[config.mk]
export PLATFORM = sky130hd
export DESIGN_NAME = mmio_responder
export DESIGN_NICKNAME = d
export VERILOG_FILES = /design/src/rtl/mmio_pkg.sv /design/src/rtl/mmio_timer.sv /design/src/rtl/mmio_responder.sv
export SDC_FILE = /design/constraint.sdc
export NUM_CORES = 2
export LEC_CHECK = 0
export BUFFER_PORTS_ARGS = -buffer_cell sky130_fd_sc_hd__clkbuf_2
export CAP_MARGIN = 20
export CELL_PAD_IN_SITES_DETAIL_PLACEMENT = 2
export CELL_PAD_IN_SITES_GLOBAL_PLACEMENT = 2
export CORE_ASPECT_RATIO = 0.5
export CORE_MARGIN = 2
export CORE_UTILIZATION = 33
export DETAILED_ROUTE_END_ITERATION = 8
export PLACE_DENSITY_LB_ADDON = 0.12
export SETUP_SLACK_MARGIN = 0.15
export SYNTH_ARGS = -nofsm -noshare
export SYNTH_HDL_FRONTEND = slang
export SYNTH_HIERARCHICAL = 1
export SYNTH_MEMORY_MAX_BITS = 65536
export SYNTH_SLANG_ARGS = --single-unit
[constraint.sdc]
create_clock -name Clock -period 4.9 [get_ports Clock]
set_input_delay 0.49 -clock Clock [delete_from_list [all_inputs] [get_ports Clock]]
set_output_delay 0.49 -clock Clock [all_outputs]
set_load 0.005 [all_outputs]
[src/rtl/mmio_pkg.sv]
// Shared definitions for the memory-mapped responder: region codes,
// timer register offsets and timer control bit positions.
package mmio_pkg;

    typedef enum logic [3:0] {
        REG_RAM   = 4'h0,
        REG_LEDR  = 4'h1,
        REG_HEX   = 4'h2,
        REG_SW    = 4'h3,
        REG_TIMER = 4'h4
    } region_e;

    typedef enum logic [1:0] {
        TMR_CTRL   = 2'd0,
        TMR_LOAD   = 2'd1,
        TMR_COUNT  = 2'd2,
        TMR_STATUS = 2'd3
    } tmr_off_e;

    localparam int unsigned CTRL_RUN  = 0;
    localparam int unsigned CTRL_AUTO = 1;

    // Active-low segments: all ones is a blank digit
    localparam logic [6:0] HEX_BLANK  = 7'h7F;
    localparam logic [2:0] HEX_DIGITS = 3'd6;

endpackage

[src/rtl/mmio_timer.sv]
// Countdown timer for region 0x4: CTRL {autoreload,run}, LOAD, COUNT and a
// sticky timeout flag in STATUS. Only instantiated when MMIO_TIMER_EN is set.
module mmio_timer
    import mmio_pkg::*;
(
    input  logic        Clock,
    input  logic        Reset,
    input  logic        wr_en,
    input  tmr_off_e    off,
    input  logic [15:0] wr_data,
    output logic [15:0] rd_data
);

    logic [1:0]  ctrl_q, ctrl_d;
    logic [15:0] load_q, load_d;
    logic [15:0] count_q, count_d;
    logic        to_q, to_d;
    logic        to_set;

    // Countdown/expiry first, then processor writes override; a timeout set wins over a STATUS clear
    always_comb begin
        ctrl_d  = ctrl_q;
        load_d  = load_q;
        count_d = count_q;
        to_d    = to_q;
        to_set  = 1'b0;

        if (ctrl_q[CTRL_RUN]) begin
            if (count_q != '0) begin
                count_d = count_q - 16'd1;
            end else begin
                to_set = 1'b1;
                if (ctrl_q[CTRL_AUTO]) begin
                    count_d = load_q;
                end else begin
                    ctrl_d[CTRL_RUN] = 1'b0;
                    count_d          = '0;
                end
            end
        end

        if (wr_en) begin
            case (off)
                TMR_CTRL: begin
                    ctrl_d  = wr_data[1:0];
                    count_d = count_q;
                end
                TMR_LOAD:   load_d  = wr_data;
                TMR_COUNT:  count_d = wr_data;
                TMR_STATUS: to_d    = 1'b0;
                default:    ;
            endcase
        end

        if (to_set) begin
            to_d = 1'b1;
        end
    end

    // Timer register bank
    always_ff @(posedge Clock) begin
        if (Reset) begin
            ctrl_q  <= '0;
            load_q  <= '0;
            count_q <= '0;
            to_q    <= 1'b0;
        end else begin
            ctrl_q  <= ctrl_d;
            load_q  <= load_d;
            count_q <= count_d;
            to_q    <= to_d;
        end
    end

    // Read mux on the register offset
    always_comb begin
        rd_data = '0;
        case (off)
            TMR_CTRL:   rd_data = {14'b0, ctrl_q};
            TMR_LOAD:   rd_data = load_q;
            TMR_COUNT:  rd_data = count_q;
            TMR_STATUS: rd_data = {15'b0, to_q};
            default:    rd_data = '0;
        endcase
    end

endmodule

[src/rtl/mmio_responder.sv]
// Memory-side responder for the lab processor: on-chip RAM, LED and
// 7-segment registers, synchronized switches and (with MMIO_TIMER_EN
// defined) a countdown timer at region 0x4. Read data on DIN is
// registered, giving exactly one cycle of latency.
module mmio_responder
    import mmio_pkg::*;
#(
    parameter int unsigned RAM_AW = 8
) (
    input  logic        Clock,
    input  logic        Reset,
    input  logic [15:0] ADDR,
    input  logic [15:0] DOUT,
    input  logic        W,
    output logic [15:0] DIN,
    input  logic [9:0]  SW,
    output logic [9:0]  LEDR,
    output logic [6:0]  HEX0,
    output logic [6:0]  HEX1,
    output logic [6:0]  HEX2,
    output logic [6:0]  HEX3,
    output logic [6:0]  HEX4,
    output logic [6:0]  HEX5
);

    region_e           region;
    logic [RAM_AW-1:0] ram_idx;
    logic [2:0]        hex_sel;
    logic [15:0]       mem [0:(1 << RAM_AW) - 1];
    logic [6:0]        hex_q [0:5];
    logic [9:0]        sw_meta;
    logic [9:0]        sw_sync;
    logic [15:0]       rd_data;
    logic [15:0]       tmr_rdata;
    logic              unused_addr;

    assign region      = region_e'(ADDR[15:12]);
    assign ram_idx     = ADDR[RAM_AW-1:0];
    assign hex_sel     = ADDR[2:0];
    assign unused_addr = ^ADDR;

    assign HEX0 = hex_q[0];
    assign HEX1 = hex_q[1];
    assign HEX2 = hex_q[2];
    assign HEX3 = hex_q[3];
    assign HEX4 = hex_q[4];
    assign HEX5 = hex_q[5];

`ifdef MMIO_TIMER_EN
    mmio_timer u_timer (
        .Clock   (Clock),
        .Reset   (Reset),
        .wr_en   (W && (region == REG_TIMER)),
        .off     (tmr_off_e'(ADDR[1:0])),
        .wr_data (DOUT),
        .rd_data (tmr_rdata)
    );
`else
    assign tmr_rdata = '0;
`endif

    // RAM write port; contents are deliberately not reset
    always_ff @(posedge Clock) begin
        if (W && (region == REG_RAM)) begin
            mem[ram_idx] <= DOUT;
        end
    end

    // LED and 7-segment output registers
    always_ff @(posedge Clock) begin
        if (Reset) begin
            LEDR <= '0;
            for (int unsigned i = 0; i < 6; i++) begin
                hex_q[i] <= HEX_BLANK;
            end
        end else if (W) begin
            if (region == REG_LEDR) begin
                LEDR <= DOUT[9:0];
            end
            if ((region == REG_HEX) && (hex_sel < HEX_DIGITS)) begin
                hex_q[hex_sel] <= DOUT[6:0];
            end
        end
    end

    // Two-flop synchronizer for the asynchronous switches
    always_ff @(posedge Clock) begin
        if (Reset) begin
            sw_meta <= '0;
            sw_sync <= '0;
        end else begin
            sw_meta <= SW;
            sw_sync <= sw_meta;
        end
    end

    // Read decode of the current address; RAM reads see pre-write data (read-first)
    always_comb begin
        rd_data = '0;
        case (region)
            REG_RAM:  rd_data = mem[ram_idx];
            REG_LEDR: rd_data = {6'b0, LEDR};
            REG_HEX: begin
                if (hex_sel < HEX_DIGITS) begin
                    rd_data = {9'b0, hex_q[hex_sel]};
                end
            end
            REG_SW:    rd_data = {6'b0, sw_sync};
            REG_TIMER: rd_data = tmr_rdata;
            default:   rd_data = '0;
        endcase
    end

    // Registered read data for the processor's memory wait cycle
    always_ff @(posedge Clock) begin
        if (Reset) begin
            DIN <= '0;
        end else begin
            DIN <= rd_data;
        end
    end

endmodule
==> impl_metrics.toml <==
[setup_path]
crit_fanout = 20
crit_start = "ADDR[4]"
r2r_setup_slack_ns = 1.40
timing.rr.end = "DIN[2]"
cp-endpoint = "DIN[2]"
reg2reg_from = "mem[214][2]"
start_kind = "primary input"
reg2regPathDepth = 9
path_class = "primary input to flop"
end_kind = "flop"
worstPathRequired_ns = 5.72
cp.arrival_ns = 4.62

[grt]
grt_max_degree = 124
overflow = 0
antenna_found_initial = 65
grt.total_usage = 0.222
grt_pass1_vias = 87500
grt_pass1_wl_mm = 765

[route]
dr_total_vias = 83600
dr.pass1.iters = 5
wl_per_cell_um = 36.8
viasPerCell = 5.48
drt_first_iter_violations = 10600
routed_wl_mm = 561
drc_errors = 0
ant_nets = 0

[synthesis]
syn_avg_cell_area_um2 = 21.3
synth_seq_area_share = 0.777
synth_warnings = 6
synth_area_um2 = 162000
synth_enable_flop_cells = 4152
synthesis.instances = 7593
synth_flop_cell = "edfxtp_1"
synth-seq-cells = 4198
synth-async-reset-ratio = 0
yosysUniqueCellTypes = 73

[clocking]
cts_root_buf = "clkbuf_16"
htreeDepth = 5
hold_buffers = 32
cts_sinks = 4198
tritoncts.num_buffers = 404
cts_resized = 0
postCtsSetupRepairBufs = 0
clock_path_buffers = 4
clk_pin_slew_ns = 0.06
clkLatencyLatePin_ns = 0.97
tritoncts = "yes"

[layout]
stdcell_area_um2 = 189000
drive_above_1_share = 0.293
area_growth_pct = 17.1
utilization = 0.388
final_net_count = 8467

[worst_hold_path]
worstHoldPathType = "primary input to flop"

[timing]
fmax_mhz = 263
hold_violations = 0
fin_crit_sh = 0.776
period_needed_ns = 3.80
tns_ns = 0
skew_ns = 0.0502
finalSetupViolCount = 0
rsz0062_at_grt = "no"
maxSlewHeadroom = 0.215
finalMaxSlewViolations = 0
tightest_slew_ns = 1.18
hold_ws_ns = 0.0481

[die]
io_pins = 113
rows = 181
start_util = 0.332
core_area_um2 = 487000
die_height_um = 499
chipWidth_um = 994
dieArea_um2 = 496000

[power_and_ir_drop]
irDropWorstVdd_v = 0.000264
p_per_area_nw_per_um2 = 401
p_leak_nw = 59.9

[place]
placed_area_um2 = 176000
routabilityCongestion = 0.807
io_buffers = 108
dpl.hpwl_mm = 359

[status]
status = "finished clean"

[run]
cap_viol_max_count = 0
placed cells by master (no fill, tap or decap), types with 10 or more instances in the layout:
cell and count:
nor2_1 167, a21oi_1 60, conb_1 14, nand3_1 123, dfxtp_1 46, o211ai_1 25
nor3_1 63, o21ai_0 23, clkinv_2 89, nand2_1 181, a2111oi_0 12, nand4_1 65
a22oi_1 224, nand2b_1 21, a31oi_1 13, or2_2 38, nor2_2 169, o22ai_1 101
edfxtp_1 4152, clkinv_1 77, a211oi_1 35, clkbuf_1 74, buf_12 112, nor4_1 10
dlygate4sd3_1 32, nand2_2 18, clkbuf_16 414, a221oi_1 18, a22o_1 11, bufinv_16 47
buf_4 606, buf_8 17, mux4_2 885, mux2i_1 469, o31a_1 14, and3_1 36
nor2b_1 29, clkinvlp_4 13, clkbuf_2 84
routing by layer:
metal  vias to the layer above  track usage  wire (um)
met3                       502       0.0372      36500
met4                         4       0.0351       8980
met2                      2581        0.338     251000
met1                     47000        0.340     265000
met5                         -            0         23
li1                      33500            -          -
per-stage QoR:
stage          instances  power [mW]  worst slack (ns)
2_1_floorplan       7606        42.0              1.52
3_3_place_gp       14500        44.3            -0.500
3_5_place_dp       14500        44.4             0.426
4_1_cts            15200        76.5              1.25
5_1_grt            15200        77.9              1.10
6_report           15300        75.8              1.10
worst max-delay path: stages:
cell and delay [ns]:
dlygate4sd3_1 0.57, buf_4 0.27, buf_4 0.31, nor3b_2 0.20
buf_4 0.26, and3_1 0.24, a2111oi_2 0.71, buf_4 0.24
nand4_1 0.16, nor3_1 0.49, o31a_1 0.22, buf_4 0.26
o31ai_1 0.10
state kept, by name (all words and copies together) (netlist names):
register and cells:
LEDR 10, sw_meta 10, sw_sync 10, hex_q 56, DIN 16, mem 4096
power by group:
part,switching (mW),internal [mW]
Combinational,2.73,1.34
Sequential,0.0257,39.5
Clock,14.3,18.0
kinds of logic (layout without fill, tap and decap cells):
group | count (synthesis) | after routing | share of synthesized area
AOI/OAI and AO/OA | 596 | 596 | 0.0265
buffers and inverters | 456 | 1599 | 0.0146
DFF | 4198 | 4198 | 0.777
muxes | 1363 | 1363 | 0.153
other | 1 | 21 | 0.0000232
and+or+nand+nor | 979 | 979 | 0.0286
worst min-delay path by stage:
| stage | start | slack (ns) | to | cells past startpoint |
|---|---|---|---|---|
| final | DOUT[12] | 0.05 | mem[92][12] | 1 |
| after floorplan | sw_meta[0] | 0.41 | sw_sync[0] | 1 |
| after detailed placement | sw_meta[5] | 0.43 | sw_sync[5] | 1 |
| after CTS | DOUT[12] | 0.001 | mem[94][12] | 1 |
| after global routing | DOUT[12] | 0.05 | mem[92][12] | 1 |
| after global placement | sw_meta[8] | 0.43 | sw_sync[8] | 1 |
layout make-up:
type | instances | area, um^2
Clock buffer | 488 | 10600
Timing Repair Buffer | 857 | 7860
Fill cell | 45800 | 298000
Antenna cell | 7 | 17.5
Multi-Input combinational cell | 2952 | 34400
Clock inverter | 245 | 2480
Sequential cell | 4198 | 126000
Tap cell | 6496 | 8130
Inverter | 9 | 46.3
cell usage after synthesis (6+ instances only):
cell       number  area share
edfxtp_1     4152        0.77
mux4_2        885        0.12
mux2i_1       469       0.029
nor2_1        341      0.0079
a22oi_1       224       0.010
nand2_1       199      0.0046
clkbuf_1      159      0.0037
buf_2         155      0.0048
nand3_1       124      0.0038
o22ai_1       101      0.0039
buf_4          70      0.0033
nor3_1         68      0.0021
nand4_1        65      0.0025
a21oi_1        60      0.0019
dfxtp_1        46      0.0057
buf_1          39     0.00091
or2_2          38      0.0015
and3_1         36      0.0014
a211oi_1       35      0.0016
nor2b_1        34      0.0013
o211ai_1       25      0.0012
o21ai_0        23     0.00071
buf_6          22      0.0015
nand2b_1       22     0.00085
a221oi_1       18     0.00098
nor4_1         17     0.00066
a2111oi_0      15     0.00081
o31a_1         14     0.00076
a31oi_1        13     0.00050
a22o_1         11     0.00060
mux2_2          9     0.00063
a32oi_1         8     0.00043
o31ai_1         8     0.00037
inv_1           6     0.00014
Power figures use the tool's default switching activity.
